===== src/rtl/load_store_unit.sv =====
// load_store_unit: multi-cycle data-memory stage with bus handshake, stall and load extension
// Ports: clk, rst_n (sync active-low); mem_rd_en/mem_wr_en/inst_funct3/addr/store_data from the control path;
//   lsu_stall/lsu_done/lsu_err/load_data back to the core; bus_req/bus_we/bus_addr/bus_be/bus_wdata
//   driven to the data bus with bus_ready/bus_rdata returned.
// Optional feature: define LSU_MISALIGN_TRAP_EN to trap misaligned half/word accesses instead of truncating.
module load_store_unit #(
    parameter int TIMEOUT_CYCLES = 16
) (
    input  logic        clk,
    input  logic        rst_n,
    input  logic        mem_rd_en,
    input  logic        mem_wr_en,
    input  logic [2:0]  inst_funct3,
    input  logic [31:0] addr,
    input  logic [31:0] store_data,
    output logic        lsu_stall,
    output logic        lsu_done,
    output logic        lsu_err,
    output logic [31:0] load_data,
    output logic        bus_req,
    output logic        bus_we,
    output logic [31:0] bus_addr,
    output logic [3:0]  bus_be,
    output logic [31:0] bus_wdata,
    input  logic        bus_ready,
    input  logic [31:0] bus_rdata
);
    typedef enum logic [1:0] {IDLE, REQ, DONE} state_t;
    state_t state, state_nx;
    logic [31:0] addr_q, data_q, cnt, ext, wdata;
    logic [2:0]  f3_q;
    logic [1:0]  sz;
    logic        we_q, err_q, both, misalign, timeout, sgn;
    logic [7:0]  rbyte;
    logic [15:0] rhalf;
    logic [3:0]  be;

    assign both = mem_rd_en & mem_wr_en;
`ifdef LSU_MISALIGN_TRAP_EN
    assign misalign = (inst_funct3[1:0] == 2'b01 & addr[0]) | (inst_funct3[1] & |addr[1:0]);
`else
    assign misalign = 1'b0;
`endif
    // TIMEOUT_CYCLES of zero disables the bus wait limit
    assign timeout = (TIMEOUT_CYCLES != 0) && (cnt == 32'(TIMEOUT_CYCLES - 1));

    // funct3[1:0]: 00 byte, 01 half, anything else is a word access
    assign sz    = f3_q[1:0];
    assign sgn   = ~f3_q[2];
    assign rbyte = bus_rdata[{addr_q[1:0], 3'b000} +: 8];
    assign rhalf = addr_q[1] ? bus_rdata[31:16] : bus_rdata[15:0];
    assign ext   = sz == 2'b00 ? {{24{sgn & rbyte[7]}}, rbyte} :
                   sz == 2'b01 ? {{16{sgn & rhalf[15]}}, rhalf} : bus_rdata;
    assign be    = sz == 2'b00 ? 4'b0001 << addr_q[1:0] :
                   sz == 2'b01 ? (addr_q[1] ? 4'b1100 : 4'b0011) : 4'b1111;
    assign wdata = sz == 2'b00 ? {4{data_q[7:0]}} :
                   sz == 2'b01 ? {2{data_q[15:0]}} : data_q;

    // bus outputs are forced low outside REQ so reset leaves every output at zero
    assign bus_req   = state == REQ;
    assign bus_we    = bus_req & we_q;
    assign bus_addr  = bus_req ? {addr_q[31:2], 2'b00} : 32'd0;
    assign bus_be    = bus_req ? (we_q ? be : 4'b1111) : 4'd0;
    assign bus_wdata = bus_req ? wdata : 32'd0;
    assign lsu_stall = (state == IDLE & (mem_rd_en | mem_wr_en)) | bus_req;
    assign lsu_done  = state == DONE;
    assign lsu_err   = lsu_done & err_q;

    always_ff @(posedge clk) begin
        if (!rst_n) state <= IDLE;
        else        state <= state_nx;
    end

    // DONE always returns to IDLE so a still-asserted request is not reissued
    always_comb begin
        state_nx = IDLE;
        if (state == IDLE && (mem_rd_en | mem_wr_en))
            state_nx = (both | misalign) ? DONE : REQ;
        else if (state == REQ)
            state_nx = (bus_ready | timeout) ? DONE : REQ;
    end

    always_ff @(posedge clk) begin
        if (!rst_n) begin
            addr_q    <= '0;
            data_q    <= '0;
            f3_q      <= '0;
            we_q      <= 1'b0;
            err_q     <= 1'b0;
            cnt       <= '0;
            load_data <= '0;
        end else if (state == IDLE && (mem_rd_en | mem_wr_en)) begin
            addr_q <= addr;
            data_q <= store_data;
            f3_q   <= inst_funct3;
            we_q   <= mem_wr_en;
            cnt    <= '0;
            err_q  <= both | misalign;
            if (!both && misalign) load_data <= '0;
        end else if (state == REQ) begin
            if (bus_ready) begin
                if (!we_q) load_data <= ext;
            end else if (timeout) begin
                err_q     <= 1'b1;
                load_data <= '0;
            end else begin
                cnt <= cnt + 32'd1;
            end
        end
    end
endmodule

===== config.mk =====
export PLATFORM = sky130hd
export DESIGN_NAME = load_store_unit
export DESIGN_NICKNAME = d
export VERILOG_FILES = /design/src/rtl/load_store_unit.sv
export SDC_FILE = /design/constraint.sdc
export NUM_CORES = 1
export LEC_CHECK = 0
export CAP_MARGIN = 20
export CORE_AREA = 4 4 121 123
export CTS_CLUSTER_DIAMETER = 200
export CTS_CLUSTER_SIZE = 14
export DETAILED_ROUTE_END_ITERATION = 12
export DIE_AREA = 0 0 125 127
export PLACE_DENSITY_LB_ADDON = 0.2
export RECOVER_POWER = 25
export REMOVE_ABC_BUFFERS = 1
export SKIP_LAST_GASP = 1
export SYNTH_ARGS = -nofsm -noshare
export SYNTH_HDL_FRONTEND = slang
export SYNTH_SLANG_ARGS = --single-unit
export TNS_END_PERCENT = 20

===== constraint.sdc =====
create_clock -name clk -period 2.75 [get_ports clk]
set_input_delay 0.4125 -clock clk [delete_from_list [all_inputs] [get_ports clk]]
set_output_delay 0.4125 -clock clk [all_outputs]
set_load 0.03 [all_outputs]

==> results of run 1 <==
[logic make-up (layout without fill, tap and decap cells)]
group | count (synthesis) | after routing
multiplexers | 27 | 27
adder cells (fa/ha/maj) | 1 | 1
AND/OR/NAND/NOR | 381 | 381
flip-flops | 135 | 135
AO/OA/AOI/OAI | 221 | 221
buffers and inverters | 82 | 287
other | 1 | 2
XOR/XNOR | 8 | 8
[sequential cells by signal (all words and copies together) (netlist names)]
register   count
addr_q        32
cnt           32
data_q        32
err_q          1
f3_q           3
load_data     32
state          2
we_q           1
[worst max path at each step]
stage | start | end | depth (start not counted)
final | state[0]$_SDFF_PN0_ | bus_addr[6] | 5
after global placement | bus_ready | cnt[30]$_SDFFE_PP0P_ | 5
after floorplan | mem_wr_en | cnt[10]$_SDFFE_PP0P_ | 4
after detailed placement | bus_ready | cnt[30]$_SDFFE_PP0P_ | 5
after CTS | f3_q[0]$_SDFFE_PN0P_ | bus_be[0] | 5
after global routing | state[0]$_SDFF_PN0_ | bus_addr[6] | 5
[routing by layer]
metal	wire, um	vias to the layer above	GRT usage, %
met5	0	-	0
met4	524	0	9.76
met3	2000	39	9.53
met2	9660	296	41.1
met1	8560	3310	31.9
li1	-	3376	-
[worst register-to-register path: cells and delay by family (launching register included)]
family | cells | cell delay, ns
AOI/OAI and AO/OA | 3 | 0.97
DFF | 1 | 0.37
and+or+nand+nor | 2 | 0.91
[through the flow]
stage	setup TNS (ns)	instances	instance area [um2]	power (mW)	setup slack [ns]
2_1_floorplan	-86.40	790	6420	2.74	-1.91
3_3_place_gp	0	1210	8990	3.25	0.414
3_5_place_dp	0	1210	8990	3.26	0.348
4_1_cts	0	1242	9600	5.54	0.0502
5_1_grt	-0.00505	1242	9590	5.73	-0.00487
6_report	0	1242	9590	5.52	0.125
[cell usage in the layout, fill, tap and decap left out, types with 3 or more instances in the layout]
| cell type | netlist | routed |
|---|---|---|
| o31ai_1 | 8 | 8 |
| o22ai_1 | 14 | 14 |
| inv_1 | 14 | 15 |
| a221oi_1 | 6 | 6 |
| xor2_1 | 7 | 7 |
| nand4_1 | 7 | 7 |
| clkbuf_8 | 0 | 4 |
| mux4_2 | 7 | 7 |
| a31o_2 | 16 | 16 |
| nor4_1 | 8 | 8 |
| or4_1 | 13 | 13 |
| clkinvlp_4 | 0 | 5 |
| or3_1 | 9 | 9 |
| nand3_1 | 26 | 26 |
| and4_1 | 4 | 4 |
| o21ai_0 | 32 | 32 |
| nand2b_1 | 20 | 20 |
| clkdlybuf4s50_1 | 0 | 175 |
| and2_1 | 40 | 40 |
| buf_4 | 4 | 38 |
| clkbuf_1 | 44 | 3 |
| clkbuf_16 | 0 | 17 |
| dfxtp_1 | 135 | 134 |
| a21oi_1 | 108 | 108 |
| mux2i_1 | 19 | 19 |
| o211ai_1 | 15 | 15 |
| dlygate4sd3_1 | 0 | 21 |
| nand2_1 | 179 | 179 |
| and3_1 | 18 | 18 |
| nor2_1 | 44 | 44 |
[power by group through the flow]
stage / Clock [mW] / Sequential [mW] / Combinational [mW]
global placement: 0 / 2.19 / 1.06
global route: 2.40 / 2.17 / 1.17
finish: 2.29 / 2.15 / 1.07
CTS: 2.31 / 2.15 / 1.08
detailed placement: 0 / 2.19 / 1.07
floorplan: 0 / 2.22 / 0.526
[cells in the mapped netlist, drive strengths merged (2+ instances only)]
| master | instances |
|---|---|
| or4 | 13 |
| nor4 | 8 |
| a31o | 16 |
| xor2 | 7 |
| o21bai | 2 |
| mux4 | 7 |
| nor3 | 2 |
| o31ai | 8 |
| inv | 15 |
| buf | 23 |
| nand2b | 20 |
| nor2b | 2 |
| nand4 | 8 |
| and3 | 18 |
| and4 | 5 |
| o211ai | 15 |
| dfxtp | 135 |
| a221oi | 6 |
| clkbuf | 44 |
| o22ai | 14 |
| or3 | 9 |
| and2 | 40 |
| o21ai | 36 |
| nor3b | 2 |
| nor2 | 45 |
| mux2i | 19 |
| or2 | 2 |
| a31oi | 2 |
| a21oi | 109 |
| o2111ai | 4 |
| nand3 | 26 |
| nand2 | 180 |
[cell type report]
class,instances,area [um2]
sequential,135,2700
multi-input combinational,640,3690
tap,180,225
fill,1154,4080
clock buffer,22,484
timing repair buffer,240,2310
clock inverter,10,120
inverter,15,56.3
[what timing repair did]
| item | CTS | global route |
|---|---|---|
| setup buffers | 0 | 0 |
| gates resized for setup | 0 | 1 |
| endpoints found under the setup margin | 0 | 3 |
==> results_dict.tcl, run 1 <==
set metrics [dict create \
    grt_max_degree 49 \
    yosys.area_share.xor_xnor_pct 1.05 \
    routed_via_density 5.65 \
    cts.clk_slew.worst_paths_ns 0.06 \
    drt_iter0_markers 525 \
    synth_top_area_share_pct 40.3 \
    grtUsageTotal_pct 25.7 \
    synth-simple-area-share_pct 27.9 \
    antenna_found_initial 0 \
    pin_count 209 \
    clk_latency_ns 0.42 \
    grt_pass1_vias 6727 \
    synth_flop_cell "dfxtp_1" \
    power.density_nw_per_um2 575 \
    cts_tree "yes" \
    cts_inserted_buffers 17 \
    drc 0 \
    synth_area_leaders "dfxtp_1 (40%), nand2_1 (10%), a21oi_1 (8.1%), and2_1 (3.7%), mux2i_1 (2.8%)" \
    crit_buf_inv 3 \
    dieArea_um2 15900 \
    hold_buffers 0 \
    worstMarginPinSlew_ns 1.48 \
    synthAdderAreaFrac_pct 0.187 \
    ir_drop_v 0.000531 \
    seqPwrFrac_pct 39.0 \
    syn2layout_area_growth_pct 43.1 \
    power_frac_comb_pct 19.4 \
    gp_congestion 0.889 \
    async_reset_ff_share_pct 0 \
    routedWlPerCell_um 16.7 \
    cts-root-buf "clkbuf_16" \
    synth-seq-cells 135 \
    synth-edff-count 0 \
    postSynthAreaPerCell_um2 7.83 \
    drive_gt1_share_pct 10.6 \
    whs_path_depth 2 \
    rsz0062_at_grt "true" \
    critPathTopFamily "buffers and inverters" \
    synthMuxAreaShare_pct 5.36 \
    worstPathRequired_ns 2.34 \
    power_switching_mw 1.56 \
    utilization_pct 70.2 \
    min_path_type "reg -> reg" \
    hold_start "addr_q[11]$_SDFFE_PN0P_" \
    cp_slowest_stage_delay_ns 0.71 \
    critPathSlowestCell "clkdlybuf4s50_1" \
    vias 7021 \
    r2r.worst_path.cells 5 \
    p_sw_share_pct 28.2 \
    intPower_mw 3.96 \
    overflow 0 \
    syn-instance-count 856 \
    crit_arrival_ns 2.21 \
    n_antenna_cell 0 \
    worst_r2r_endpoint "cnt[14]$_SDFFE_PP0P_" \
    clock.fmax_mhz 381 \
    rr_startpoint "cnt[4]$_SDFFE_PP0P_" \
    fin_hold_ws_ns 0.450 \
    cap_violations 0 \
    fp-row-count 43 \
    cts.sinks 135 \
    htree_levels 4 \
    synth_cell_types 60 \
    wl_mm 20.8 \
    io_buffers 206 \
    worst_setup_path_end_kind "primary output" \
    synth-compound-area-share_pct 20.0 \
    finalCritPeriodShare_pct 95.5 \
    cp_max_fo 36 \
    hold_viol 0 \
    drtAntennaViolNets 0 \
    core_area_um2 13700 \
    reg2reg_slack_ns 0.42 \
    initial_core_util_pct 49.0 \
    timing.slew.headroom_pct 1.12 \
    critPathKind "reg -> out" \
    fp.dieH_um 127 \
    crit_path_cell_trace "nand2b_1, inv_1, buf_12, and2_1, clkdlybuf4s50_1" \
    clk_path_buf_depth 2 \
    dp_hpwl_mm 14.4 \
    clock_power_share_pct 41.6 \
    skew_ns 0.00677 \
    fp.dieW_um 125 \
    synth_seq_area_share_pct 40.3 \
    hold_path_end "addr_q[11]$_SDFFE_PN0P_" \
    setup_violations 0 \
    synth_top_family_by_area "simple AND/OR/NAND/NOR gates" \
    ys.warnings.count 0 \
    leakage_nw 3.64 \
    min_period_ns 2.63 \
    synthesis.area_um2 6700 \
    outcome "completed" \
    nNetsFinal 1154 \
    grt_pass1_wl_mm 33.6 \
    synth_top_cell_by_area "dfxtp_1" \
    drt_first_pass_iters 6 \
    start_kind "flop" \
    final-max-slew-violation-count 0 \
]
Power figures use the tool's default switching activity.
==> run 2, diff against run 1 <==
--- a/config.mk
+++ b/config.mk
@@ -6,11 +6,11 @@
 export NUM_CORES = 1
 export LEC_CHECK = 0
 export CAP_MARGIN = 20
-export CORE_AREA = 4 4 121 123
+export CORE_AREA = 4 4 122 124
 export CTS_CLUSTER_DIAMETER = 200
 export CTS_CLUSTER_SIZE = 14
 export DETAILED_ROUTE_END_ITERATION = 12
-export DIE_AREA = 0 0 125 127
+export DIE_AREA = 0 0 126 128
 export PLACE_DENSITY_LB_ADDON = 0.2
 export RECOVER_POWER = 25
 export REMOVE_ABC_BUFFERS = 1
==> results_dict.tcl, run 2 (synthesized netlist as in run 1, its figures left out) <==
set metrics [dict create \
    dp_hpwl_mm 14.1 \
    routed_via_density 5.65 \
    wl_mm 20.9 \
    ir_drop_v 0.000612 \
    start_kind "flop" \
    cts-root-buf "clkbuf_16" \
    cp_max_fo 19 \
    io_buffers 206 \
    power.density_nw_per_um2 585 \
    gp_congestion 0.822 \
    finalCritPeriodShare_pct 98.3 \
    vias 6973 \
    clk_path_buf_depth 2 \
    final_cell_mix "nand2_1 (179), clkdlybuf4s50_1 (167), dfxtp_1 (134), a21oi_1 (108), nor2_1 (44)" \
    overflow 0 \
    core_area_um2 13800 \
    fp.dieW_um 126 \
    setup_violations 0 \
    rsz0062_at_grt "false" \
    grt_pass1_vias 6407 \
    worstMarginPinSlew_ns 1.38 \
    pin_count 209 \
    clk_latency_ns 0.41 \
    worst_setup_path_end_kind "primary output" \
    drt_iter0_markers 567 \
    skew_ns 0.00697 \
    utilization_pct 69.1 \
    hold_buffers 0 \
    antenna_found_initial 0 \
    worstPathRequired_ns 2.34 \
    fp-row-count 43 \
    htree_levels 4 \
    drtAntennaViolNets 0 \
    nNetsFinal 1146 \
    hold_viol 0 \
    cap_violations 0 \
    cts.clk_slew.worst_paths_ns 0.06 \
    timing.slew.headroom_pct 7.74 \
    cts_inserted_buffers 17 \
    min_path_type "reg -> reg" \
    grt_pass1_wl_mm 32.5 \
    final_common_cell "nand2_1" \
    leakage_nw 3.63 \
    grtUsageTotal_pct 24.8 \
    routedWlPerCell_um 17.0 \
    drive_gt1_share_pct 9.69 \
    syn2layout_area_growth_pct 42.1 \
    cts.sinks 135 \
    drt_first_pass_iters 5 \
    cts_setup_buffers 0 \
    crit_arrival_ns 2.29 \
    outcome "completed" \
    drc 0 \
    dieArea_um2 16100 \
    initial_core_util_pct 48.7 \
    fp.dieH_um 128 \
    clock.fmax_mhz 370 \
    fillCellCount 1147 \
    min_period_ns 2.70 \
    grt_max_degree 67 \
    cts_tree "yes" \
    fin_setup_tns_ns 0 \
    critPathKind "reg -> out" \
    final-max-slew-violation-count 0 \
]
-- run 2: per-layer routing --
metal / GRT usage [%] / part of all wire, % / vias up
met4: 5.36 / 1.1 / 0
met3: 10.5 / 10 / 26
li1: - / - / 3383
met2: 39.6 / 46 / 310
met1: 31.6 / 43 / 3254
met5: 0 / 0 / -
-- run 2: layout make-up --
cell class / instances / area [um2] / area share (%)
Timing Repair Buffer: 232 / 2260 / 23.7
Tap cell: 180 / 225 / 2.37
Clock inverter: 9 / 150 / 1.58
Clock buffer: 22 / 454 / 4.77
Multi-Input combinational cell: 640 / 3670 / 38.5
Sequential cell: 135 / 2710 / 28.4
Antenna cell: 1 / 2.50 / 0.0263
Inverter: 15 / 56.3 / 0.591
-- run 2: repair_timing --
action / 4_1_cts / 5_1_grt
resized for setup: 1 / 1
endpoints found under the setup margin: 8 / 1
hold endpoints to repair: 0 / 0
-- run 2: per-stage QoR --
step | hold slack [ns] | total power [mW] | instance area, um2 | worst slack, ns | std cells
CTS | 0.450 | 5.61 | 9530 | 0.0908 | 1233
global route | 0.465 | 5.78 | 9520 | 0.00148 | 1233
detailed placement | 0.442 | 3.25 | 8930 | 0.320 | 1202
finish | 0.447 | 5.57 | 9520 | 0.0478 | 1234
floorplan | 0.432 | 2.74 | 6420 | -1.91 | 790
global placement | 0.437 | 3.24 | 8930 | 0.402 | 1202
-- run 2: final timing paths --
path / from / endpoint / slack (ns) / cells past startpoint
worst min-delay path: addr_q[15]$_SDFFE_PN0P_ / addr_q[15]$_SDFFE_PN0P_ / 0.45 / 2
worst max register to register: state[0]$_SDFF_PN0_ / data_q[19]$_SDFFE_PN0P_ / 0.42 / 5
worst min register to register: addr_q[15]$_SDFFE_PN0P_ / addr_q[15]$_SDFFE_PN0P_ / 0.45 / 2
worst max-delay path: f3_q[0]$_SDFFE_PN0P_ / bus_wdata[14] / 0.05 / 5
-- run 2: power by group --
| part | internal, mW | leakage (nW) | switching [mW] | total [mW] |
|---|---|---|---|---|
| Combinational | 0.449 | 2.24 | 0.615 | 1.06 |
| Sequential | 2.07 | 1.10 | 0.0814 | 2.15 |
| Clock | 1.53 | 0.290 | 0.822 | 2.35 |
| Total | 4.05 | 3.63 | 1.52 | 5.57 |
-- run 2: critical path, stage by stage (launching register included) --
cell and delay, ns:
dfxtp_1 0.29, buf_4 0.22, nor2_1 0.76, nand2_1 0.21, a21oi_1 0.20, buf_4 0.19
==> run 3, diff against run 2 <==
--- a/config.mk
+++ b/config.mk
@@ -6,11 +6,10 @@
 export NUM_CORES = 1
 export LEC_CHECK = 0
 export CAP_MARGIN = 20
-export CORE_AREA = 4 4 122 124
+export CORE_AREA = 4 4 129 118
 export CTS_CLUSTER_DIAMETER = 200
-export CTS_CLUSTER_SIZE = 14
 export DETAILED_ROUTE_END_ITERATION = 12
-export DIE_AREA = 0 0 126 128
+export DIE_AREA = 0 0 133 122
 export PLACE_DENSITY_LB_ADDON = 0.2
 export RECOVER_POWER = 25
 export REMOVE_ABC_BUFFERS = 1
==> results_dict.tcl, run 3 (synthesized netlist as in run 1, its figures left out) <==
set metrics [dict create \
    syn2layout_area_growth_pct 40.3 \
    clk_latency_ns 0.42 \
    cts_inserted_buffers 17 \
    ir_drop_v 0.000438 \
    power.density_nw_per_um2 573 \
    overflow 0 \
    htree_levels 4 \
    drive_gt1_share_pct 13.5 \
    antenna_found_initial 0 \
    crit_arrival_ns 2.21 \
    placed_area_um2 8860 \
    design_area_um2 9400 \
    setup_violations 0 \
    cap_violations 0 \
    final-max-slew-violation-count 0 \
    leakage_nw 3.70 \
    initial_core_util_pct 48.2 \
    clk_path_buf_depth 2 \
    grt_max_degree 71 \
    worst_setup_path_end_kind "primary output" \
    n_antenna_cell 0 \
    hold_viol 0 \
    grt_pass1_vias 6670 \
    worstMarginPinSlew_ns 1.05 \
    worstPathRequired_ns 2.34 \
    drt_first_pass_iters 5 \
    timing.slew.headroom_pct 30.0 \
    cts-root-buf "clkbuf_16" \
    dp_hpwl_mm 14.2 \
    start_kind "flop" \
    vias 6932 \
    rsz0062_at_grt "false" \
    cp_max_fo 18 \
    final_cell_mix "nand2_1 (178), dfxtp_1 (133), clkdlybuf4s50_1 (123), a21oi_1 (108), buf_4 (71)" \
    cts.sinks 135 \
    drtAntennaViolNets 0 \
    drc 0 \
    dieArea_um2 16200 \
    wl_mm 21.1 \
    final_common_cell "nand2_1" \
    grt_pass1_wl_mm 33.3 \
    grtUsageTotal_pct 25.4 \
    fp.dieW_um 133 \
    core_area_um2 13900 \
    fin_hold_ws_ns 0.447 \
    cts.clk_slew.worst_paths_ns 0.05 \
    skew_ns 0.00738 \
    outcome "completed" \
    min_path_type "reg -> reg" \
    routed_via_density 5.56 \
    cp_slowest_stage_delay_ns 0.71 \
    gp_congestion 0.879 \
    critPathSlowestCell "clkdlybuf4s50_1" \
    cts_tree "yes" \
    fp.dieH_um 122 \
    crit_buf_inv 2 \
    min_period_ns 2.63 \
    hold_buffers 0 \
    finalCritPeriodShare_pct 95.5 \
    fp-row-count 41 \
    critPathTopFamily "buffers and inverters" \
    nNetsFinal 1147 \
    io_buffers 206 \
    crit_path_cell_trace "buf_4, nor2b_1, a21oi_1, clkdlybuf4s50_1" \
    reg2reg_slack_ns 0.32 \
    clock.fmax_mhz 381 \
    pin_count 209 \
    routedWlPerCell_um 16.9 \
    critPathKind "reg -> out" \
    drt_iter0_markers 638 \
]
run 3: path summary, 6_finish.rpt:
path | from | end | cells after the start
hold / removal | addr_q[14]$_SDFFE_PN0P_ | addr_q[14]$_SDFFE_PN0P_ | 2
hold reg to reg | addr_q[14]$_SDFFE_PN0P_ | addr_q[14]$_SDFFE_PN0P_ | 2
setup / recovery | f3_q[1]$_SDFFE_PN0P_ | bus_be[1] | 4
setup reg to reg | cnt[12]$_SDFFE_PP0P_ | load_data[21]$_SDFFE_PN0P_ | 6
run 3: report_power, final:
part           internal (mW)  switching, mW  total, mW
Clock                   1.37          0.805       2.17
Combinational          0.442          0.619       1.06
Sequential              2.07         0.0775       2.15
Total                   3.88           1.50       5.38
run 3: what timing repair did:
| action | in CTS | in global routing |
|---|---|---|
| endpoints found under the hold margin | 0 | 0 |
| gates resized for setup | 1 | 1 |
| setup endpoints to repair | 10 | 4 |
| buffers inserted | 0 | 0 |
run 3: layout make-up:
class                           instances  area, um2
Fill cell                            1182       4500
Multi-Input combinational cell        640       3680
Sequential cell                       135       2710
Timing Repair Buffer                  233       2170
Clock buffer                           26        479
Tap cell                              193        241
Clock inverter                          4       70.1
Inverter                               15       56.3
run 3: worst min-delay path, delay by kind of cell (launching register included):
kind / cells / cell delay (ns)
AO/OA/AOI/OAI: 1 / 0.05
flip-flops: 1 / 0.30
AND/OR/NAND/NOR: 1 / 0.05
run 3: metrics by stage:
| stage | cells | total power [mW] | utilization, % | worst slack, ns | setup TNS (ns) |
|---|---|---|---|---|---|
| after floorplan | 790 | 2.74 | - | -1.91 | -86.40 |
| after global placement | 1215 | 3.23 | 63.8 | 0.195 | 0 |
| after detailed placement | 1215 | 3.25 | 63.8 | 0.138 | 0 |
| after CTS | 1245 | 5.41 | 67.7 | -0.0323 | -0.0504 |
| after global routing | 1246 | 5.59 | 67.6 | 0.0533 | 0 |
| final | 1246 | 5.38 | 67.6 | 0.125 | 0 |
run 3: layer usage:
metal  up-vias  track usage, %  wire length (um)
met4         0            8.25               359
met1      3222            31.6              8740
met3        40            9.21              2370
li1       3362               -                 -
met2       308            41.4              9630
met5         -               0                 0
